<file path="config.mk">
export PLATFORM = sky130hd
export DESIGN_NAME = regfile_wb_queue
export DESIGN_NICKNAME = d
export VERILOG_FILES = /design/src/rtl/regfile_wb_queue.sv
export SDC_FILE = /design/constraint.sdc
export NUM_CORES = 1
export LEC_CHECK = 0
export BUFFER_PORTS_ARGS = -buffer_cell sky130_fd_sc_hd__buf_2
export CAP_MARGIN = 20
export CORE_ASPECT_RATIO = 0.6
export CORE_UTILIZATION = 55
export DETAILED_ROUTE_END_ITERATION = 10
export PLACE_DENSITY = 0.78
export SETUP_SLACK_MARGIN = 0.1
export SYNTH_ARGS = -nofsm -noshare
export SYNTH_HDL_FRONTEND = slang
export SYNTH_SLANG_ARGS = --single-unit
</file>
<file path="constraint.sdc">
create_clock -name clk -period 11.88 [get_ports clk]
set_input_delay 1.188 -clock clk [delete_from_list [all_inputs] [get_ports clk]]
set_output_delay 1.188 -clock clk [all_outputs]
set_load 0.005 [all_outputs]
</file>
<file path="src/rtl/regfile_wb_queue.sv">
// Register-file writeback arbiter.
// Port A writes ALU results one cycle after the request and has no
// backpressure. Port B drains a small in-order queue of LSU load results.
// An ALU write to a register kills any older queued LSU write to that same
// register, because the ALU result is younger. chk_hit_o reports whether a
// register still has a live queued write.
//
// Ports:
//   clk, rst                              clock; asynchronous active-high reset
//   alu_valid_i/alu_addr_i/alu_data_i     ALU writeback request
//   lsu_valid_i/lsu_addr_i/lsu_data_i     LSU writeback request
//   lsu_ready_o                           queue has room; depends on state only
//   hold_i                                stalls draining of the queue
//   chk_addr_i/chk_hit_o                  hazard query against live entries
//   we_a_o/waddr_a_o/wdata_a_o            register-file write port A (ALU)
//   we_b_o/waddr_b_o/wdata_b_o            register-file write port B (LSU)
//   count_o                               occupied entries, live or dead
module regfile_wb_queue #(
  parameter int DEPTH = 4
) (
  input  logic                     clk,
  input  logic                     rst,
  input  logic                     alu_valid_i,
  input  logic [4:0]               alu_addr_i,
  input  logic [31:0]              alu_data_i,
  input  logic                     lsu_valid_i,
  output logic                     lsu_ready_o,
  input  logic [4:0]               lsu_addr_i,
  input  logic [31:0]              lsu_data_i,
  input  logic                     hold_i,
  input  logic [4:0]               chk_addr_i,
  output logic                     chk_hit_o,
  output logic                     we_a_o,
  output logic [4:0]               waddr_a_o,
  output logic [31:0]              wdata_a_o,
  output logic                     we_b_o,
  output logic [4:0]               waddr_b_o,
  output logic [31:0]              wdata_b_o,
  output logic [$clog2(DEPTH):0]   count_o
);

  localparam int AW = $clog2(DEPTH);
  localparam logic [AW:0] FULL = DEPTH[AW:0];

  logic [4:0]       q_addr [DEPTH];
  logic [31:0]      q_data [DEPTH];
  logic [DEPTH-1:0] live_q;
  logic [DEPTH-1:0] live_d;
  logic [DEPTH-1:0] kill_vec;
  logic [AW-1:0]    head_q;
  logic [AW-1:0]    tail_q;
  logic [AW:0]      count_q;

  logic alu_wr;
  logic push_st;
  logic pop;
  logic head_live;
  logic hit;

  assign alu_wr      = alu_valid_i && (alu_addr_i != '0);
  assign lsu_ready_o = (count_q < FULL);
  // An address-0 request still completes its handshake but stores nothing.
  assign push_st     = lsu_valid_i && lsu_ready_o && (lsu_addr_i != '0);
  assign pop         = !hold_i && (count_q != '0);
  assign count_o     = count_q;

  // Kills apply only to entries already stored, never to this cycle's push.
  always_comb begin
    kill_vec = '0;
    for (int unsigned i = 0; i < DEPTH; i++) begin
      kill_vec[i] = alu_wr && live_q[i] && (q_addr[i] == alu_addr_i);
    end
  end

  // The head being popped is also subject to this cycle's kill.
  assign head_live = live_q[head_q] && !kill_vec[head_q];

  // Kill first, then retire the head, then mark the new tail live. Push and
  // pop never share a slot: head==tail only when empty or full.
  always_comb begin
    live_d = live_q & ~kill_vec;
    if (pop)     live_d[head_q] = 1'b0;
    if (push_st) live_d[tail_q] = 1'b1;
  end

  always_comb begin
    hit = 1'b0;
    for (int unsigned i = 0; i < DEPTH; i++) begin
      if (live_q[i] && (q_addr[i] == chk_addr_i)) hit = 1'b1;
    end
    chk_hit_o = hit && (chk_addr_i != '0);
  end

  always_ff @(posedge clk or posedge rst) begin
    if (rst) begin
      we_a_o    <= 1'b0;
      waddr_a_o <= '0;
      wdata_a_o <= '0;
      we_b_o    <= 1'b0;
      waddr_b_o <= '0;
      wdata_b_o <= '0;
      head_q    <= '0;
      tail_q    <= '0;
      count_q   <= '0;
      live_q    <= '0;
      for (int unsigned i = 0; i < DEPTH; i++) begin
        q_addr[i] <= '0;
        q_data[i] <= '0;
      end
    end else begin
      we_a_o <= alu_wr;
      if (alu_wr) begin
        waddr_a_o <= alu_addr_i;
        wdata_a_o <= alu_data_i;
      end

      if (pop) begin
        we_b_o <= head_live;
        if (head_live) begin
          waddr_b_o <= q_addr[head_q];
          wdata_b_o <= q_data[head_q];
        end
        head_q <= head_q + AW'(1);
      end else begin
        we_b_o <= 1'b0;
      end

      if (push_st) begin
        q_addr[tail_q] <= lsu_addr_i;
        q_data[tail_q] <= lsu_data_i;
        tail_q         <= tail_q + AW'(1);
      end

      live_q <= live_d;

      case ({push_st, pop})
        2'b10:   count_q <= count_q + (AW+1)'(1);
        2'b01:   count_q <= count_q - (AW+1)'(1);
        default: count_q <= count_q;
      endcase
    end
  end

endmodule

</file>
### Yosys cells after proc, flatten, opt, wreduce, memory -nomap -nowiden

Index checks and enable logic that the tools add are counted.

* register bits after elaboration: 235
* output and inout port bits: 81

* $add $sub $neg: 4
* order comparisons: 8
* equal/unequal tests: 10
* multiplexer cells: 28
* bitwise logic cells: 7
* reduce and logical (&&, ||, !) cells: 29

Operators by type and width (count)
* $bwmux 128: 1
* $mux 32: 3
* $bmux 32 s2: 1
* $demux 32 s2: 1
* $eq 5x5->1: 8
* $logic_and 1x1->1: 21
* $bwmux 20: 1
* $mux 5: 3
* $reduce_bool 5->1: 3
* $bmux 5 s2: 1
* $demux 5 s2: 1
* $mux 1: 9
* $and 4x4->4: 2
* $mux 4: 2
* $not 4->4: 2
* $ge 3x3->1 const B: 2
* $lt 2x3->1 const B: 2
* $not 2->3: 2
* $pmux 3 s2: 1
* $add 2x1->2 const B: 2
* $bmux 1 s2: 2
* $demux 1 s2: 2
* $ge 2x1->1 const B: 2
* $or 4x4->4: 1
* 10 further kinds: 11

### Longest topological paths before layout

Gate-level depths: netlist (run 1).

* word-level depth: 10
* gate-level depth with buffers: 10

### Worst setup path after synthesis (run 1)

Ideal clock, no wire load.

* path type: input-to-output
* start: input chk_addr_i[0]
* end: output chk_hit_o
* data arrival time: 2.065 ns
* path slack: 8.627 ns
* cell stages on the path: 6
* buffers on the path: 1
* cells stage by stage: clkbuf_1 xor2_1 nor4_1 nand3_1 nand4_1 o21a_1

* cells in the longest elaborated chain, start to end: 7
* elaborated cells between the ends (all ways): 14
* those cells by class: eq/ne: 4; mux: 4; reduce/logical: 6

RTL lines
* start: declaration: line 31 `input logic [4:0] chk_addr_i,`
* $eq 5x5->1: line 89 `if (live_q[i] && (q_addr[i] == chk_addr_i)) hit = 1'b1;`
* $logic_and 1x1->1: line 89
* $mux 1 (4 in series): line 89
* $logic_and 1x1->1 *: line 91 `chk_hit_o = hit && (chk_addr_i != '0);`
* end: declaration: line 32 `output logic chk_hit_o,`

Every way passes the cells marked *; elsewhere a longest branch is shown, timed or not.

### Final worst setup path (run 1)

* start: input chk_addr_i[1]
* end: output chk_hit_o

The elaborated chain is that of the path after synthesis.

==> summary.md, run 1 <==
| Metric | Value |
|---|---|
| Status | `finished, violations left` |
| Violated checks | `DRC` |
| WL per Instance | `18.5 um` |
| Largest net degree at the start of global routing | `111` |
| CTS Buffer Depth | `3` |
| Crit Path Class | `in -> out` |
| First-pass GRT wire length | `35.0 mm` |
| Synth area leader | `dfrtp_1` |
| Post-DP HPWL | `13.8 mm` |
| Clock buffer count from CTS | `22` |
| RSZ-0062 raised after global routing | `false` |
| Worst reg-to-reg setup slack | `8750 ps` |
| Metal3 WL | `1.21 mm` |
| Worst min-delay path endpoint | `waddr_a_o[0]` |
| Switch share | `29.7%` |
| Sw power | `950 uW` |
| Finished Core Util | `66.6%` |
| Post-CTS Resized | `0` |
| Reg2reg path depth | `6` |
| Cells after Synth | `739` |
| Part of the power in registers | `43.3%` |
| Nets | `985` |
| Hold crit path type | `reg -> reg` |
| H-tree levels | `1` |
| Final WL | `21.2 mm` |
| Die height | `109 um` |
| Remaining global-route overflow | `0` |
| Routability cong. | `0.911` |
| Chip width | `180 um` |
| Synth Warn # | `0` |
| Pre-CTS WS | `7990 ps` |
| Fin crit period | `3640 ps` |
| Lkg Pwr | `5.74 nW` |
| Clock power share | `21.5%` |
| Critical Path AT | `2460 ps` |
| Worst setup margin | `8240 ps` |
| Total chip power | `3.20 mW` |
| Initial antenna violation count | `0` |
| Drt drc | `22` |
| CP startpoint | `chk_addr_i[1]` |
| GRT Util Overall | `22.8%` |
| Core Rows | `38` |
| Post-synth top area share | `56.3%` |
| Initial DRC count | `305` |
| Top Ports | `165` |
| Fmax | `274 MHz` |
| Port bufs | `164` |
| Die area | `19600 um2` |
| Hold_buf cts | `0` |
| Rel. slew slack | `35.6%` |
| Max cap viols | `0` |
| Worst IR Drop VDD | `0.000157 V` |
| Total number of vias | `6317` |
| Share of cells above drive strength 1 | `48.6%` |
| Synthesized area | `10400 um2` |
| Vias in the first global route | `6491` |
| P_int | `2.25 mW` |
| Mean Syn Cell Area | `14.1 um2` |
| Setup crit start kind | `input pin` |
| Worst-Margin Slew | `965 ps` |
| Sequential cell area fraction in the yosys report | `56.3%` |
| Area delta synth->final | `16.7%` |
| Pwr dens | `262 nW/um2` |
| Met1 WL | `10.3 mm` |
| Syn Nets | `833` |
| CTS tree | `built` |
| Initial Util | `57.1%` |
| Post-CTS Setup Bufs | `0` |
| Kind of end point of the critical path | `output pin` |
| CORE AREA | `18300 um2` |
| Worst reg2reg path startpoint | `head_q[0]` |
| Sink Count | `235` |
| Final Setup Violations | `0` |
| Period utilisation layout | `30.7%` |
| DR vias/cell | `5.50` |
| Clock Latency Late Sink | `490 ps` |
| Top routing layer in use | `met4` |
| Drt pass-1 iters | `10` |
| Max-slew violation count | `0` |
| Hold Worst Slack | `470 ps` |
| Setup TNS | `0 ps` |
| Reg2reg end | `wdata_b_o[30]` |
| Synthesized flop and latch total | `235` |
| Clock Tree Root | `clkbuf_16` |
| Final ANT Viol Nets | `0` |
| Hold path cells | `2` |
| Reg clk slew, reported paths | `70 ps` |
| Wire length on met2 | `9.44 mm` |
| Logic pwr share | `35.2%` |
| CP Max Fanout | `5` |
| Min-delay src | `waddr_a_o[0]` |
| Distinct cells, synth | `34` |
| Max Clock Skew | `8.62 ps` |
| Critical path required time | `10690 ps` |
| Final Hold Fails | `0` |
| Dominant cells by area after synthesis | `dfrtp_1 (56%), mux2_2 (18%), mux4_2 (8.0%)` |
==> sequential cells by signal (all words and copies together) (netlist names) <==
signal and flops:
count_o 3, head_q 2, live_q 4, q_addr 20, q_data 128, tail_q 2, waddr_a_o 5, waddr_b_o 5
wdata_a_o 32, wdata_b_o 32, we_a_o 1, we_b_o 1
==> layout by cell type (no fill, tap or decap), types with 5 or more instances in the layout <==
cell type	instances
xnor2_1	28
clkbuf_8	6
buf_4	6
buf_2	164
clkbuf_1	5
nand2_1	128
mux2_4	19
nand3_1	7
xor2_1	17
mux4_2	37
dfrtp_1	233
ha_1	9
clkbuf_16	23
mux2_2	166
inv_1	10
==> kinds of logic after synthesis <==
group                    count (synthesis)  synth area share, %
buffers and inverters                   57                 2.75
XOR/XNOR                                45                 3.77
adder cells (fa/ha/maj)                 10                 1.27
multiplexers                           223                 28.7
flip-flops                             235                 56.3
AND/OR/NAND/NOR                        156                 6.12
AO/OA/AOI/OAI                           13                 1.10
==> synthesized netlist by cell type, drive strengths merged <==
master   instances
mux2           185
nor4             4
o21a             1
xor2            17
o311a            1
nor2             2
inv             11
mux4            37
or4              5
or3              1
a2111oi          2
o311ai           3
a32o             1
nand2b           1
nand2          132
dfrtp          235
o41a             1
fa               1
o21ai            4
ha               9
buf             29
mux2i            1
xnor2           28
nand4            2
nor3             2
clkbuf          17
nand3            7
==> power groups by stage <==
stage | clock (mW) | combinational [mW] | sequential [mW]
floorplan | 0 | 0.888 | 1.32
global placement | 0 | 1.09 | 1.38
detailed placement | 0 | 1.14 | 1.39
CTS | 0.705 | 1.14 | 1.38
global route | 0.734 | 1.23 | 1.43
finish | 0.687 | 1.13 | 1.38
==> worst max-delay path by stage <==
| stage | end | cells after the start |
|---|---|---|
| after floorplan | count_o[0] | 1 |
| after global placement | wdata_b_o[30] | 7 |
| after detailed placement | wdata_b_o[30] | 7 |
| after CTS | chk_hit_o | 7 |
| after global routing | chk_hit_o | 7 |
| final | chk_hit_o | 7 |
==> through the flow <==
stage                     area [um2]  instances
after floorplan                10400        739
after global placement         11400       1103
after detailed placement       11400       1105
after CTS                      12100       1145
after global routing           12200       1147
final                          12200       1148
==> worst max-delay path, stage by stage <==
cell and delay [ps]:
buf_2 150, xor2_1 150, nor4_1 480, nand3_1 140
nand4_1 100, o21a_1 130, buf_2 120
==> layout make-up <==
class | instances | area [um2]
Antenna cell | 1 | 2.50
Clock buffer | 34 | 677
Clock inverter | 6 | 36.3
Fill cell | 1385 | 6110
Inverter | 11 | 48.8
Multi-Input combinational cell | 447 | 4290
Sequential cell | 235 | 5880
Tap cell | 240 | 300
Timing Repair Buffer | 174 | 953
==> layer usage <==
layer,GRT usage [%],vias up
li1,-,2889
met3,4.38,18
met2,34.8,147
met5,0,-
met1,34.5,3263
met4,4.06,0
(Power assumes the default switching activity.)
==> run 2, diff against run 1 <==
- clock period: 11.88 -> 3.79 ns (I/O delays scaled with it)
==> run 2 against run 1 <==
  * The flow still finishes with violations (DRC)
  * Die area is the same
  * Utilization is 0.38 points higher
  * Sequential power rose to 3.1 times the previous value
  * Register-to-register slack got worse by 7700 ps
  * Wire length is 1.3% higher
  * Via count is 0.33% higher
  * Clock power rose to 3.5 times the previous value
  * Largest cell class unchanged
  * Cell area increased by 0.58%
  * Combinational power increased to 3.2 times the previous value
  * Global-route usage is 0.24 points higher
  * Critical path depth fell by 1
  * Critical endpoint is now wdata_b_o[25]
==> summary.md, run 2 (same netlist as run 1, synthesis figures left out) <==
| Metric | Value |
|---|---|
| Clock Tree Root | `clkbuf_16` |
| Final Setup Violations | `0` |
| Lkg Pwr | `5.76 nW` |
| Worst IR Drop VDD | `0.000439 V` |
| Vias in the first global route | `6366` |
| CTS tree | `built` |
| Die height | `109 um` |
| Critical Path AT | `3160 ps` |
| Pwr dens | `839 nW/um2` |
| Core Rows | `38` |
| Most frequent cells in the layout | `dfrtp_1 (233), mux2_2 (166), buf_2 (164), nand2_1 (128), mux4_2 (37)` |
| Post-DP HPWL | `13.9 mm` |
| Initial antenna violation count | `3` |
| Setup crit start kind | `register` |
| Hold_buf cts | `0` |
| Initial DRC count | `353` |
| Total number of vias | `6338` |
| Routability cong. | `0.874` |
| WL per Instance | `18.7 um` |
| Clock Latency Late Sink | `500 ps` |
| Hold crit path type | `in -> async` |
| Max Clock Skew | `14.4 ps` |
| Pre-CTS WS | `1060 ps` |
| Top Registers | `q_data (128), wdata_a_o (32), wdata_b_o (32)` |
| Kind of end point of the critical path | `register` |
| Sink Count | `235` |
| Reg clk slew, reported paths | `60 ps` |
| RSZ-0062 raised after global routing | `false` |
| Rel. slew slack | `34.3%` |
| Design Area, Final | `12300 um2` |
| Max reg flops | `128` |
| Die area | `19600 um2` |
| Remaining global-route overflow | `0` |
| Fillcell total | `1303` |
| Post-CTS Resized | `0` |
| Setup TNS | `0 ps` |
| CP Max Fanout | `32` |
| Drt pass-1 iters | `7` |
| Clock buffer count from CTS | `22` |
| Nets | `987` |
| Max cap viols | `0` |
| Hold Worst Slack | `35.8 ps` |
| CORE AREA | `18300 um2` |
| Most common cell after layout, fill and taps aside | `dfrtp_1` |
| Finished Core Util | `67.0%` |
| Final ANT Viol Nets | `0` |
| Worst-Margin Slew | `984 ps` |
| Fin cells | `1150` |
| Worst setup margin | `1010 ps` |
| GRT Util Overall | `23.0%` |
| Area delta synth->final | `17.4%` |
| DR vias/cell | `5.51` |
| Reg2reg path depth | `6` |
| Fin crit period | `2780 ps` |
| Top reg by flops | `q_data` |
| Period utilisation layout | `73.3%` |
| Initial Util | `57.1%` |
| First-pass GRT wire length | `35.0 mm` |
| CTS Buffer Depth | `3` |
| Critical path required time | `4170 ps` |
| Drt drc | `14` |
| H-tree levels | `1` |
| Final WL | `21.5 mm` |
| Violated checks | `DRC` |
| Fmax | `360 MHz` |
| Post-CTS Setup Bufs | `0` |
| Largest net degree at the start of global routing | `91` |
| Top Ports | `165` |
| Final Hold Fails | `0` |
| Status | `finished, violations left` |
| Port bufs | `164` |
| Chip width | `180 um` |
| Post-Place Cells | `1109` |
| Worst reg-to-reg setup slack | `1010 ps` |
| DP Area | `11500 um2` |
| Share of cells above drive strength 1 | `48.5%` |
| Crit Path Class | `reg -> reg` |
| Total chip power | `10.3 mW` |
| Max-slew violation count | `0` |
[run 2: cell types whose count changed in the layout (fill, tap and decap cells not counted), sizes merged]
cell    delta
buf        +2
diode      +2
inv        -1
bufinv     +4
clkinv     -5
[run 2: final cells by class]
class / count / area (um2) / area share [%]
multi-input combinational: 447 / 4290 / 35.0
clock buffer: 34 / 667 / 5.44
clock inverter: 4 / 120 / 0.980
antenna: 3 / 7.51 / 0.0612
tap: 240 / 300 / 2.45
inverter: 11 / 45.0 / 0.367
sequential: 235 / 5880 / 48.0
timing repair buffer: 176 / 948 / 7.74
[run 2: final timing paths]
kind / from / to
max in group asynchronous: rst / q_data[106]
setup / recovery: head_q[0] / wdata_b_o[25]
hold / removal: rst / count_o[0]
setup reg to reg: head_q[0] / wdata_b_o[25]
hold reg to reg: wdata_a_o[1] / wdata_a_o[1]
min in group clk: alu_data_i[1] / wdata_a_o[1]
[run 2: power by group]
group	switching, mW	internal, mW	leakage [nW]	total (mW)
logic	1.37	2.19	2.53	3.56
clock network	0.917	1.48	0.383	2.40
registers	0.706	3.62	2.84	4.32
[run 2: routing by layer]
layer / GRT usage (%) / vias up / wire length (um)
met5: 0 / - / 27
met4: 3.69 / 4 / 198
met3: 4.98 / 20 / 1340
met2: 33.9 / 145 / 9390
met1: 35.7 / 3272 / 10600
li1: - / 2897 / -
[run 2: critical path: stages (launching register included)]
cell and delay (ps):
dfrtp_2 600, buf_4 320, nand2_1 90, a2111oi_0 430, a32o_2 500, buf_12 310
mux2_2 370
==> run 3, diff against run 2 <==
- CORE_UTILIZATION: 55 -> 51
- PLACE_DENSITY: 0.78 -> 0.76
- clock period: 3.79 -> 2.4 ns (I/O delays scaled with it)
==> run 3 against run 2 <==
  * The run now ends clean
  * Final cell count increased by 6.7%
  * Wire length increased by 7.4%
  * Hold slack got worse by 12 ps
  * Die area increased by 7.7%
  * Setup slack got worse by 850 ps
  * Critical endpoint is now wdata_b_o[7]
  * First-iteration DRC count decreased by 13%
  * Cell area increased by 4.4%
  * Utilization decreased by 3.0 points
  * Via count increased by 5.2%
==> summary.md, run 3 (same netlist as run 1, synthesis figures left out) <==
| Metric | Value |
|---|---|
| H-tree levels | `1` |
| Critical Path AT | `2610 ps` |
| Max-slew violation count | `0` |
| CTS Buffer Depth | `3` |
| CP Cell Sequence | `xnor2_1, nand3_1, or4_1, a32o_2, buf_12, mux2_4` |
| CP peak stage delay | `530 ps` |
| Min-delay src | `lsu_data_i[23]` |
| Crit Path Class | `reg -> reg` |
| Worst-Margin Slew | `735 ps` |
| Core Rows | `40` |
| Sink Count | `235` |
| Port bufs | `164` |
| Part of the power in registers | `41.6%` |
| Reg2reg end | `wdata_b_o[7]` |
| Fmax | `447 MHz` |
| ANT cells | `0` |
| Final ANT Viol Nets | `0` |
| Reg2reg path depth | `6` |
| Hold Worst Slack | `23.7 ps` |
| Remaining global-route overflow | `0` |
| WL per Instance | `18.8 um` |
| Final Setup Violations | `0` |
| DR vias/cell | `5.43` |
| Drt pass-1 iters | `4` |
| Period utilisation layout | `93.2%` |
| Die area | `21100 um2` |
| Routability cong. | `0.889` |
| Die height | `113 um` |
| RSZ-0062 raised after global routing | `false` |
| CP Max Fanout | `20` |
| Top Ports | `165` |
| Most common cell after layout, fill and taps aside | `dfrtp_1` |
| Worst reg-to-reg setup slack | `160 ps` |
| Switch share | `29.7%` |
| Top Registers | `q_data (128), wdata_a_o (32), wdata_b_o (32)` |
| Worst IR Drop VDD | `0.000748 V` |
| Max reg flops | `128` |
| Final Hold Fails | `0` |
| Drt drc | `0` |
| Initial DRC count | `306` |
| Vias in the first global route | `6969` |
| GRT Util Overall | `22.8%` |
| Slowest cell on the critical path | `or4_1` |
| Clock power share | `21.8%` |
| Max cap viols | `0` |
| Top reg by flops | `q_data` |
| Worst min-delay path endpoint | `q_data[87]` |
| Post-CTS Setup Bufs | `0` |
| Kind of end point of the critical path | `register` |
| Initial antenna violation count | `0` |
| Hold path cells | `2` |
| Pwr dens | `1280 nW/um2` |
| Critical path required time | `2770 ps` |
| Status | `complete, no violations` |
| Nets | `1036` |
| Clock Tree Root | `clkbuf_16` |
| Total number of vias | `6668` |
| Clock Latency Late Sink | `490 ps` |
| P_int | `11.5 mW` |
| Hold crit path type | `in -> reg` |
| Finished Core Util | `63.9%` |
| Fin crit period | `2240 ps` |
| Lkg Pwr | `6.00 nW` |
| Setup crit start kind | `register` |
| Logic pwr share | `36.7%` |
| Sw power | `4.85 mW` |
| CTS tree | `built` |
| Most frequent cells in the layout | `dfrtp_1 (233), mux2_2 (166), buf_2 (164), nand2_1 (128), mux4_2 (37)` |
| Area delta synth->final | `22.5%` |
| Clock buffer count from CTS | `21` |
| Worst reg2reg path startpoint | `q_addr[5]` |
| Reg clk slew, reported paths | `70 ps` |
| Largest net degree at the start of global routing | `100` |
| Rel. slew slack | `51.0%` |
| Max Clock Skew | `15.2 ps` |
| Post-DP HPWL | `15.1 mm` |
| Final WL | `23.1 mm` |
| Chip width | `187 um` |
| Share of cells above drive strength 1 | `48.3%` |
| First-pass GRT wire length | `37.9 mm` |
| Initial Util | `52.2%` |
| CORE AREA | `20000 um2` |
==> run 3: how the worst max path moves through the flow <==
stage                              from       endpoint  slack (ps)  cells past startpoint
after CTS                     q_addr[8]  wdata_b_o[14]         120                      6
after global placement    alu_addr_i[2]  wdata_b_o[30]          90                      7
after global routing          q_addr[8]   wdata_b_o[7]         100                      6
after floorplan                     rst     count_o[0]        -920                      1
after detailed placement  alu_addr_i[2]   waddr_b_o[3]          30                      7
final                         q_addr[5]   wdata_b_o[7]         160                      6
==> run 3: area by class of cell <==
cell class	count	area, um2
Fill cell	1560	7220
Sequential cell	235	5880
Multi-Input combinational cell	447	4310
Timing Repair Buffer	226	1500
Clock buffer	26	574
Tap cell	273	342
Clock inverter	9	151
Inverter	11	45.0
==> run 3: per-stage QoR <==
stage	instance area [um2]	std cells	total power [mW]	TNS, ps	worst slack, ps
4_1_cts	12800	1227	16.5	0	117
2_1_floorplan	10500	739	10.9	-215700	-918
3_5_place_dp	11700	1159	12.8	0	32.6
5_1_grt	12800	1227	17.3	0	101
6_report	12800	1227	16.3	0	163
3_3_place_gp	11700	1159	12.5	0	87.6
==> run 3: critical path: cells and delay by family (launching register included) <==
family / cells / cell delay [ps]
mux: 1 / 310
flops: 1 / 430
xor+xnor: 1 / 190
buf+inv: 1 / 180
simple gates: 2 / 650
compound gates: 1 / 330
==> run 3: what timing repair did <==
action,in CTS,in global routing
hold buffers,33,0
endpoints found under the setup margin,1,38
pin swaps,0,3
resized for setup,2,3
hold endpoints to repair,42,0
==> run 3: routing by layer <==
layer | global-route usage (%) | vias to the layer above | routed length [um]
met1 | 34.1 | 3477 | 11200
met2 | 35.2 | 164 | 10400
li1 | - | 2990 | -
met4 | 4.48 | 0 | 386
met3 | 4.37 | 37 | 1090
met5 | 0 | - | 0
==> run 3: power groups by stage <==
stage,clock network (mW),registers [mW],logic (mW)
2_1_floorplan,0,6.55,4.40
3_3_place_gp,0,6.76,5.75
3_5_place_dp,0,6.83,5.95
4_1_cts,3.64,6.78,6.03
5_1_grt,3.80,7.00,6.50
6_report,3.56,6.79,5.99
